===== src/rtl/load_use_stall_unit_if.sv =====
// rtl/load_use_stall_unit_if.sv - hazard-unit signal bundle between pipeline and load_use_stall_unit
// Optional macro HAZARD_PERF_EN adds PERF_CLR, LU_STALL_COUNT and MEM_WAIT_COUNT.
// Signals:
//   REG_READ_ADDR1_S2/2_S2 - stage-2 source registers; S2_USES_RS1/RS2 - source valid
//   S2_MEM_WRITE           - stage-2 store; STAGE_3_MEM_READ/STAGE3_REG_ADDR - stage-3 load
//   DATA_MEM_BUSYWAIT      - data memory not ready
//   STALL_FRONT/BUBBLE_S3/STALL_ALL - stall controls back to the pipeline
// Modports: master = pipeline side, slave = hazard unit side.
interface load_use_stall_unit_if;
   logic [4:0]  REG_READ_ADDR1_S2;
   logic [4:0]  REG_READ_ADDR2_S2;
   logic        S2_USES_RS1;
   logic        S2_USES_RS2;
   logic        S2_MEM_WRITE;
   logic        STAGE_3_MEM_READ;
   logic [4:0]  STAGE3_REG_ADDR;
   logic        DATA_MEM_BUSYWAIT;
   logic        STALL_FRONT;
   logic        BUBBLE_S3;
   logic        STALL_ALL;
`ifdef HAZARD_PERF_EN
   logic        PERF_CLR;
   logic [15:0] LU_STALL_COUNT;
   logic [15:0] MEM_WAIT_COUNT;

   modport master (
      output REG_READ_ADDR1_S2, REG_READ_ADDR2_S2, S2_USES_RS1, S2_USES_RS2,
             S2_MEM_WRITE, STAGE_3_MEM_READ, STAGE3_REG_ADDR, DATA_MEM_BUSYWAIT, PERF_CLR,
      input  STALL_FRONT, BUBBLE_S3, STALL_ALL, LU_STALL_COUNT, MEM_WAIT_COUNT
   );
   modport slave (
      input  REG_READ_ADDR1_S2, REG_READ_ADDR2_S2, S2_USES_RS1, S2_USES_RS2,
             S2_MEM_WRITE, STAGE_3_MEM_READ, STAGE3_REG_ADDR, DATA_MEM_BUSYWAIT, PERF_CLR,
      output STALL_FRONT, BUBBLE_S3, STALL_ALL, LU_STALL_COUNT, MEM_WAIT_COUNT
   );
`else
   modport master (
      output REG_READ_ADDR1_S2, REG_READ_ADDR2_S2, S2_USES_RS1, S2_USES_RS2,
             S2_MEM_WRITE, STAGE_3_MEM_READ, STAGE3_REG_ADDR, DATA_MEM_BUSYWAIT,
      input  STALL_FRONT, BUBBLE_S3, STALL_ALL
   );
   modport slave (
      input  REG_READ_ADDR1_S2, REG_READ_ADDR2_S2, S2_USES_RS1, S2_USES_RS2,
             S2_MEM_WRITE, STAGE_3_MEM_READ, STAGE3_REG_ADDR, DATA_MEM_BUSYWAIT,
      output STALL_FRONT, BUBBLE_S3, STALL_ALL
   );
`endif
endinterface


===== src/rtl/load_use_stall_unit.sv =====
// rtl/load_use_stall_unit.sv - load-use hazard and memory-busywait stall controller
// Optional macro HAZARD_PERF_EN adds saturating stall performance counters.
// Ports:
//   CLK   - pipeline clock
//   RESET - asynchronous active-low reset
//   hz    - load_use_stall_unit_if.slave: stage-2/3 operand info, busywait in; stall controls out
module load_use_stall_unit #(
   parameter int STALL_CYCLES = 1,
   parameter int CNT_W        = 3
) (
   input  logic                  CLK,
   input  logic                  RESET,
   load_use_stall_unit_if.slave  hz
);

   typedef enum logic [1:0] {IDLE, LU_STALL, MEM_WAIT} state_e;

   state_e             state_q, state_d;
   state_e             ret_q, ret_d;
   logic [CNT_W-1:0]   cnt_q, cnt_d;

   state_e             run_state, run_next;
   logic [CNT_W-1:0]   run_cnt;
   logic               run_stall;
   logic               hazard;
   logic               stall_front, bubble_s3, stall_all;

   // Store data (rs2) of a store is covered by the stage-4 forwarding path, so it never stalls.
   assign hazard = hz.STAGE_3_MEM_READ && (hz.STAGE3_REG_ADDR != 5'd0) &&
                   ((hz.S2_USES_RS1 && (hz.REG_READ_ADDR1_S2 == hz.STAGE3_REG_ADDR)) ||
                    (hz.S2_USES_RS2 && (hz.REG_READ_ADDR2_S2 == hz.STAGE3_REG_ADDR) &&
                     !hz.S2_MEM_WRITE));

   always_ff @(posedge CLK or negedge RESET) begin
      if (!RESET) begin
         state_q <= IDLE;
         ret_q   <= IDLE;
         cnt_q   <= '0;
      end else begin
         state_q <= state_d;
         ret_q   <= ret_d;
         cnt_q   <= cnt_d;
      end
   end

   always_comb begin
      state_d     = state_q;
      ret_d       = ret_q;
      cnt_d       = cnt_q;
      stall_front = 1'b0;
      bubble_s3   = 1'b0;
      stall_all   = 1'b0;

      // In MEM_WAIT the cycle after busywait drops behaves exactly like the parked state.
      run_state = (state_q == MEM_WAIT) ? ret_q : state_q;
      run_next  = run_state;
      run_cnt   = cnt_q;
      run_stall = 1'b0;
      case (run_state)
         LU_STALL: begin
            run_stall = 1'b1;
            run_cnt   = cnt_q - CNT_W'(1);
            run_next  = (cnt_q == CNT_W'(1)) ? IDLE : LU_STALL;
         end
         default: begin
            if (hazard) begin
               run_stall = 1'b1;
               if (STALL_CYCLES > 1) begin
                  run_next = LU_STALL;
                  run_cnt  = CNT_W'(STALL_CYCLES - 1);
               end
            end
         end
      endcase

      if (!RESET) begin
         // outputs stay at their zero defaults while reset is held
      end else if (hz.DATA_MEM_BUSYWAIT) begin
         stall_all = 1'b1;
         state_d   = MEM_WAIT;
         if (state_q != MEM_WAIT) begin
            if ((run_state == IDLE) && (run_next == LU_STALL)) begin
               // Blocked penalty entry: no bubble was issued this cycle, so arm the
               // full penalty to be served from LU_STALL once memory is ready.
               ret_d = LU_STALL;
               cnt_d = CNT_W'(STALL_CYCLES);
            end else begin
               // Nothing is consumed while frozen; park the current state and count.
               ret_d = run_state;
            end
         end
      end else begin
         stall_front = run_stall;
         bubble_s3   = run_stall;
         state_d     = run_next;
         cnt_d       = run_cnt;
         ret_d       = IDLE;
      end
   end

   assign hz.STALL_FRONT = stall_front;
   assign hz.BUBBLE_S3   = bubble_s3;
   assign hz.STALL_ALL   = stall_all;

`ifdef HAZARD_PERF_EN
   logic [15:0] lu_cnt_q, mw_cnt_q;

   always_ff @(posedge CLK or negedge RESET) begin
      if (!RESET) begin
         lu_cnt_q <= 16'd0;
         mw_cnt_q <= 16'd0;
      end else if (hz.PERF_CLR) begin
         lu_cnt_q <= 16'd0;
         mw_cnt_q <= 16'd0;
      end else begin
         if (bubble_s3 && (lu_cnt_q != 16'hFFFF)) lu_cnt_q <= lu_cnt_q + 16'd1;
         if (stall_all && (mw_cnt_q != 16'hFFFF)) mw_cnt_q <= mw_cnt_q + 16'd1;
      end
   end

   assign hz.LU_STALL_COUNT = lu_cnt_q;
   assign hz.MEM_WAIT_COUNT = mw_cnt_q;
`endif

endmodule


===== src/flat_wrapper.sv =====
// flat-port wrapper written by rule: the top's interface ports become plain ports
module load_use_stall_unit_flat 
#(
   parameter int STALL_CYCLES = 1,
   parameter int CNT_W        = 3
)
  (CLK, RESET, hz_REG_READ_ADDR1_S2, hz_REG_READ_ADDR2_S2, hz_S2_USES_RS1, hz_S2_USES_RS2, hz_S2_MEM_WRITE, hz_STAGE_3_MEM_READ, hz_STAGE3_REG_ADDR, hz_DATA_MEM_BUSYWAIT, hz_STALL_FRONT, hz_BUBBLE_S3, hz_STALL_ALL);
  load_use_stall_unit_if hz_i ();
  input  logic CLK;
  input  logic RESET;
  input wire logic [$bits(hz_i.REG_READ_ADDR1_S2)-1:0] hz_REG_READ_ADDR1_S2;
  input wire logic [$bits(hz_i.REG_READ_ADDR2_S2)-1:0] hz_REG_READ_ADDR2_S2;
  input wire logic [$bits(hz_i.S2_USES_RS1)-1:0] hz_S2_USES_RS1;
  input wire logic [$bits(hz_i.S2_USES_RS2)-1:0] hz_S2_USES_RS2;
  input wire logic [$bits(hz_i.S2_MEM_WRITE)-1:0] hz_S2_MEM_WRITE;
  input wire logic [$bits(hz_i.STAGE_3_MEM_READ)-1:0] hz_STAGE_3_MEM_READ;
  input wire logic [$bits(hz_i.STAGE3_REG_ADDR)-1:0] hz_STAGE3_REG_ADDR;
  input wire logic [$bits(hz_i.DATA_MEM_BUSYWAIT)-1:0] hz_DATA_MEM_BUSYWAIT;
  output wire logic [$bits(hz_i.STALL_FRONT)-1:0] hz_STALL_FRONT;
  output wire logic [$bits(hz_i.BUBBLE_S3)-1:0] hz_BUBBLE_S3;
  output wire logic [$bits(hz_i.STALL_ALL)-1:0] hz_STALL_ALL;
  assign hz_i.REG_READ_ADDR1_S2 = hz_REG_READ_ADDR1_S2;
  assign hz_i.REG_READ_ADDR2_S2 = hz_REG_READ_ADDR2_S2;
  assign hz_i.S2_USES_RS1 = hz_S2_USES_RS1;
  assign hz_i.S2_USES_RS2 = hz_S2_USES_RS2;
  assign hz_i.S2_MEM_WRITE = hz_S2_MEM_WRITE;
  assign hz_i.STAGE_3_MEM_READ = hz_STAGE_3_MEM_READ;
  assign hz_i.STAGE3_REG_ADDR = hz_STAGE3_REG_ADDR;
  assign hz_i.DATA_MEM_BUSYWAIT = hz_DATA_MEM_BUSYWAIT;
  assign hz_STALL_FRONT = hz_i.STALL_FRONT;
  assign hz_BUBBLE_S3 = hz_i.BUBBLE_S3;
  assign hz_STALL_ALL = hz_i.STALL_ALL;
  load_use_stall_unit #(.STALL_CYCLES(STALL_CYCLES), .CNT_W(CNT_W)) u_core (.CLK(CLK), .RESET(RESET), .hz(hz_i));
endmodule

===== config.mk =====
export PLATFORM = sky130hd
export DESIGN_NAME = load_use_stall_unit_flat
export DESIGN_NICKNAME = d
export VERILOG_FILES = /design/src/rtl/load_use_stall_unit_if.sv /design/src/rtl/load_use_stall_unit.sv /design/src/flat_wrapper.sv
export SDC_FILE = /design/constraint.sdc
export NUM_CORES = 1
export LEC_CHECK = 0
export ABC_AREA = 1
export CAP_MARGIN = 20
export CORE_MARGIN = 2
export CORE_UTILIZATION = 37
export DETAILED_ROUTE_END_ITERATION = 12
export HOLD_SLACK_MARGIN = 0.06
export PLACE_DENSITY_LB_ADDON = 0.12
export SYNTH_ARGS = -nofsm -noshare
export SYNTH_HDL_FRONTEND = slang
export SYNTH_SLANG_ARGS = --single-unit

===== constraint.sdc =====
create_clock -name CLK -period 1 [get_ports CLK]
set_input_delay 0.2 -clock CLK [delete_from_list [all_inputs] [get_ports CLK]]
set_output_delay 0.2 -clock CLK [all_outputs]
set_load 0.01 [all_outputs]

[Word-level counts from Yosys, hierarchy flattened]
Index checks and enable logic that the tools add are counted.
Cells by class
  $add $sub $neg: 1
  mux-type cells: 17
  multiply operators: 0
  shift-type cells: 0
  reductions and logical operators: 13
  bitwise logic cells: 0
  equal/unequal tests: 9
  divide/modulo/power cells: 0
  magnitude comparators: 0
Operators with widths (number)
  2-bit 2-to-1 mux: 6
  3-bit 2-to-1 mux: 4
  5-bit == test: 2
  1-bit 2-to-1 mux: 7
  1-bit logical AND: 6
  5-bit nonzero test: 1
  2-bit by 1-bit == test with 1-bit output, second input constant: 2
  2-bit by 1-bit inequality test with 1-bit output, second input constant: 2
  4-bit AND reduction: 1
  3-bit by 1-bit == test with 1-bit output, second input constant: 1
  3-bit by 1-bit subtractor with 3-bit output, second input constant: 1
  2-bit == test, second input constant: 1
  2-bit zero test: 1
  2-bit inequality test, second input constant: 1
  2-bit AND reduction: 1
  2-bit nonzero test: 1
  1-bit zero test: 1
  1-bit logical OR: 1
Word-level totals
  flip-flop bits (word level): 7
  output and inout bits: 3
  bits in writable memories: 0
  latch bits: 0
  bits in read-only memories: 0
  memories: 0
  bits of input ports: 22

[Depth between registers and ports, before layout]
  depth in word-level cells: 9
  mapped depth: 9
  mapped depth without buffers: 8

[Least setup slack after synthesis]
OpenSTA, ideal clock, no wires.
  path type: register to output
  start: register u_core.state_q[0]
  end: output port hz_STALL_FRONT
  buffers on the path: 1
  slack: -178 ps
  cell stages (with the launch flop): 5
  data arrival time: 978 ps
  data required time: 800 ps
  cells stage by stage: dfrtp_1 o21ai_2 nand2_4 nand2_1 buf_4
On the way
  cells in the longest elaborated chain, start to end: 6
RTL lines
  start, declared: RTL line load_use_stall_unit.sv:18  | state_e state_q, state_d;
  start signal, assigned: RTL line load_use_stall_unit.sv:40  | state_q <= state_d;
  2-bit == test: RTL line load_use_stall_unit.sv:55  | run_state = (state_q == MEM_WAIT) ? ret_q : state_q;
  2-bit 2-to-1 mux *: RTL line load_use_stall_unit.sv:55
  2-bit by 1-bit == test with 1-bit output *: RTL line load_use_stall_unit.sv:59  | case (run_state)
  1-bit 2-to-1 mux *: RTL line load_use_stall_unit.sv:59
  1-bit 2-to-1 mux * (2 in a row)
  end, declared: RTL line flat_wrapper.sv:19  | output wire logic [$bits(hz_i.STALL_FRONT)-1:0] hz_STALL_FRONT;
Mark *: on every way between the ends. The rest lies on a longest branch, timed or not.

[Worst setup path after layout]
  start: register u_core.state_q[0]
  end: output port hz_STALL_FRONT
On the way
  cells in the longest elaborated chain, start to end: 6
RTL lines
  2-bit == test: RTL line load_use_stall_unit.sv:55
  2-bit 2-to-1 mux *: RTL line load_use_stall_unit.sv:55
  2-bit by 1-bit == test with 1-bit output *: RTL line load_use_stall_unit.sv:59
  1-bit 2-to-1 mux *: RTL line load_use_stall_unit.sv:59
  1-bit 2-to-1 mux *: RTL line load_use_stall_unit.sv:78  | end else if (hz.DATA_MEM_BUSYWAIT) begin
  1-bit 2-to-1 mux *: RTL line load_use_stall_unit.sv:76  | if (!RESET) begin
Marks and branches as above.

==> run metrics <==
IO buf count=24; row count=14; I/O pin cnt=25; H-tree levels=1; f_max=740 MHz; core footprint=1520 sq um; most frequent cells in the layout=nand2_1, inv_1, dlygate4sd2_1; Inst Count DP=151; clock slew seen by the registers of the worst setup and hold paths=50 ps; Combinational Power Share=32.2%; Final Non-Filler Cells=160; drt wl/cell=10.4 um; # nets final=169; Fin. Hold Viols=0; worst hold stages=4; endpoints failing setup=8; final wirelength=1.67 mm; synthesized net count=127; Synth Register Bits=7; clock tree buffer depth=2; syn_area_per_cell=5.96 sq um; synth top area cells=dfrtp_1, nand2_1, inv_1; fin area=1000 sq um; post-synthesis sequential area ratio=28.5%; first-pass GRT wire length=2.82 mm; critical path required time=800 ps; CTS Sinks=7; Crit. End Element=primary output; VDD IR max=0.000586 V; Final Hold Slack=437 ps; Clock Skew=5.08 ps; Slew headroom=78.0%; post-synthesis cell type with the largest combined area=dfrtp_1; Sw Ratio=30.1%; gpl congestion=0.816; Yosys cell types=19; Power, Total=843 uW; Clock Root Buffer=clkbuf_4; R2R Setup Slk=-240 ps; initial antenna violation count=0; Internal Pwr Total=589 uW; Hold Crit Class=in -> reg; leakage=0.602 nW; DR vias=742; DRT antenna net count=0; total grt overflow=0; Period minus WS final=1350 ps; worst-path maximum fanout=3; Via density=4.64; clk_lat worst skew=250 ps; pin count of the biggest net entering global routing=11; WP data arrival=1150 ps; Psw=254 uW; hpwl dp=1.26 mm; Syn Inst Count=103; P per Cell Area=840 nW/um^2; total die area=2000 sq um; Num CTS Buffers=3; synth warn=0; FF-to-FF Start=u_core.state_q[0]; status=complete, but fails checks; HP Start=RESET; Clock Power Share=30.2%; failing checks=setup timing; commonest non-fill, non-tap cell in the layout=nand2_1; Slew Viols, Final=0; post-synth top area share=28.5%; Initial Utilization=40.3%; CTS tree=done; max-cap violation count=0; Hold Crit Endpoint=u_core.state_q[0]; diode count=0; WS Path Type=reg -> out; P&R area growth vs syn=63.3%; Reg2Reg Depth=8; Place WS=-1050 ps; layout cells sized above 1=28.5%; 1st-iter DRT viols=9; First-pass DRT Iterations=4; reg-to-reg endpoint=u_core.cnt_q[2]; # DRC=0; RSZ-0062 raised after global routing=true; CP startpoint kind=flop; Post-DP Area=942 sq um; Flop pwr share=37.6%; measured slew at the worst slew-check pin=329 ps; post-route clock period utilization=135%; Cell Area, Synth=614 sq um; number of global-route vias before repair=742; Total GRT Usage=19.0%; Worst Slack Setup Final=-352 ps; Die W=44.7 um; Die Y=44.7 um
[power groups by stage]
stage          Combinational (mW)  Sequential (mW)  Clock (mW)
6_report                    0.272            0.317       0.254
4_1_cts                     0.271            0.317       0.261
2_1_floorplan               0.125            0.320           0
5_1_grt                     0.312            0.320       0.275
3_5_place_dp                0.278            0.322           0
3_3_place_gp                0.272            0.320           0
[metal layers]
metal | wire length [um] | GRT usage [%] | vias up
met5 | 0 | 0 | -
met4 | 0 | 4.85 | 0
met3 | 102 | 5.60 | 0
met2 | 849 | 34.8 | 19
met1 | 715 | 21.3 | 336
li1 | - | - | 387
[cells in the mapped netlist]
cell / count
nand2_1: 40
inv_1: 19
nor2_1: 10
dfrtp_1: 7
inv_2: 5
nand3_1: 4
o21ai_1: 3
ha_1: 2
nand2_2: 2
nand4_1: 2
a21oi_2: 1
buf_4: 1
clkinv_2: 1
nand2_4: 1
nor2_4: 1
o211ai_1: 1
o21ai_2: 1
o31ai_1: 1
xor2_1: 1
[critical path, cell delays in order (launching register included)]
cell and delay [ps]:
dfrtp_1 420, a21oi_2 170, nor2_4 70, nand2_4 70
nand2_4 60, buf_6 120
[metrics by stage]
step / util, % / setup TNS [ps]
floorplan: - / -94.1
global placement: 61.8 / -5370
detailed placement: 61.8 / -5440
CTS: 65.8 / -1590
global route: 65.8 / -2310
finish: 65.8 / -1710
[state kept, by name, indices dropped and copies added, names as in the netlist]
register and flops:
u_core.cnt_q 3, u_core.state_q 2, u_core.ret_q 2
[cells by family after synthesis]
kind of cell | Yosys count | synth area share (%)
AOI/OAI and AO/OA | 7 | 7.74
xor gates and xnor gates | 1 | 1.43
adders and majority gates | 2 | 4.07
buffers and inverters | 26 | 16.7
DFF | 7 | 28.5
and+or+nand+nor | 60 | 41.5
[cell type report]
type	count	area [sq um]
flip-flops and latches	7	175
well taps	16	20.0
clock buffers	4	26.3
repair buffers	38	322
fillers	160	520
multi-input cells	70	365
inverters	25	95.1
[worst max-delay path by stage]
stage	start	to	cells after the start
after floorplan	u_core.state_q[1]	hz_STALL_FRONT	5
after global placement	hz_STAGE3_REG_ADDR[1]	hz_STALL_FRONT	10
after detailed placement	hz_STAGE3_REG_ADDR[1]	hz_STALL_FRONT	10
after CTS	u_core.state_q[1]	hz_STALL_FRONT	5
after global routing	u_core.state_q[0]	hz_STALL_FRONT	4
final	u_core.state_q[0]	hz_STALL_FRONT	5
[timing repair]
item	in CTS	in global routing
endpoints found under the setup margin	10	10
pin swaps	18	2
gates resized for setup	45	11
endpoints found under the hold margin	0	7
buffers inserted	3	1
gates cloned	0	0
hold buffers	0	1
Power figures use the tool's default switching activity.
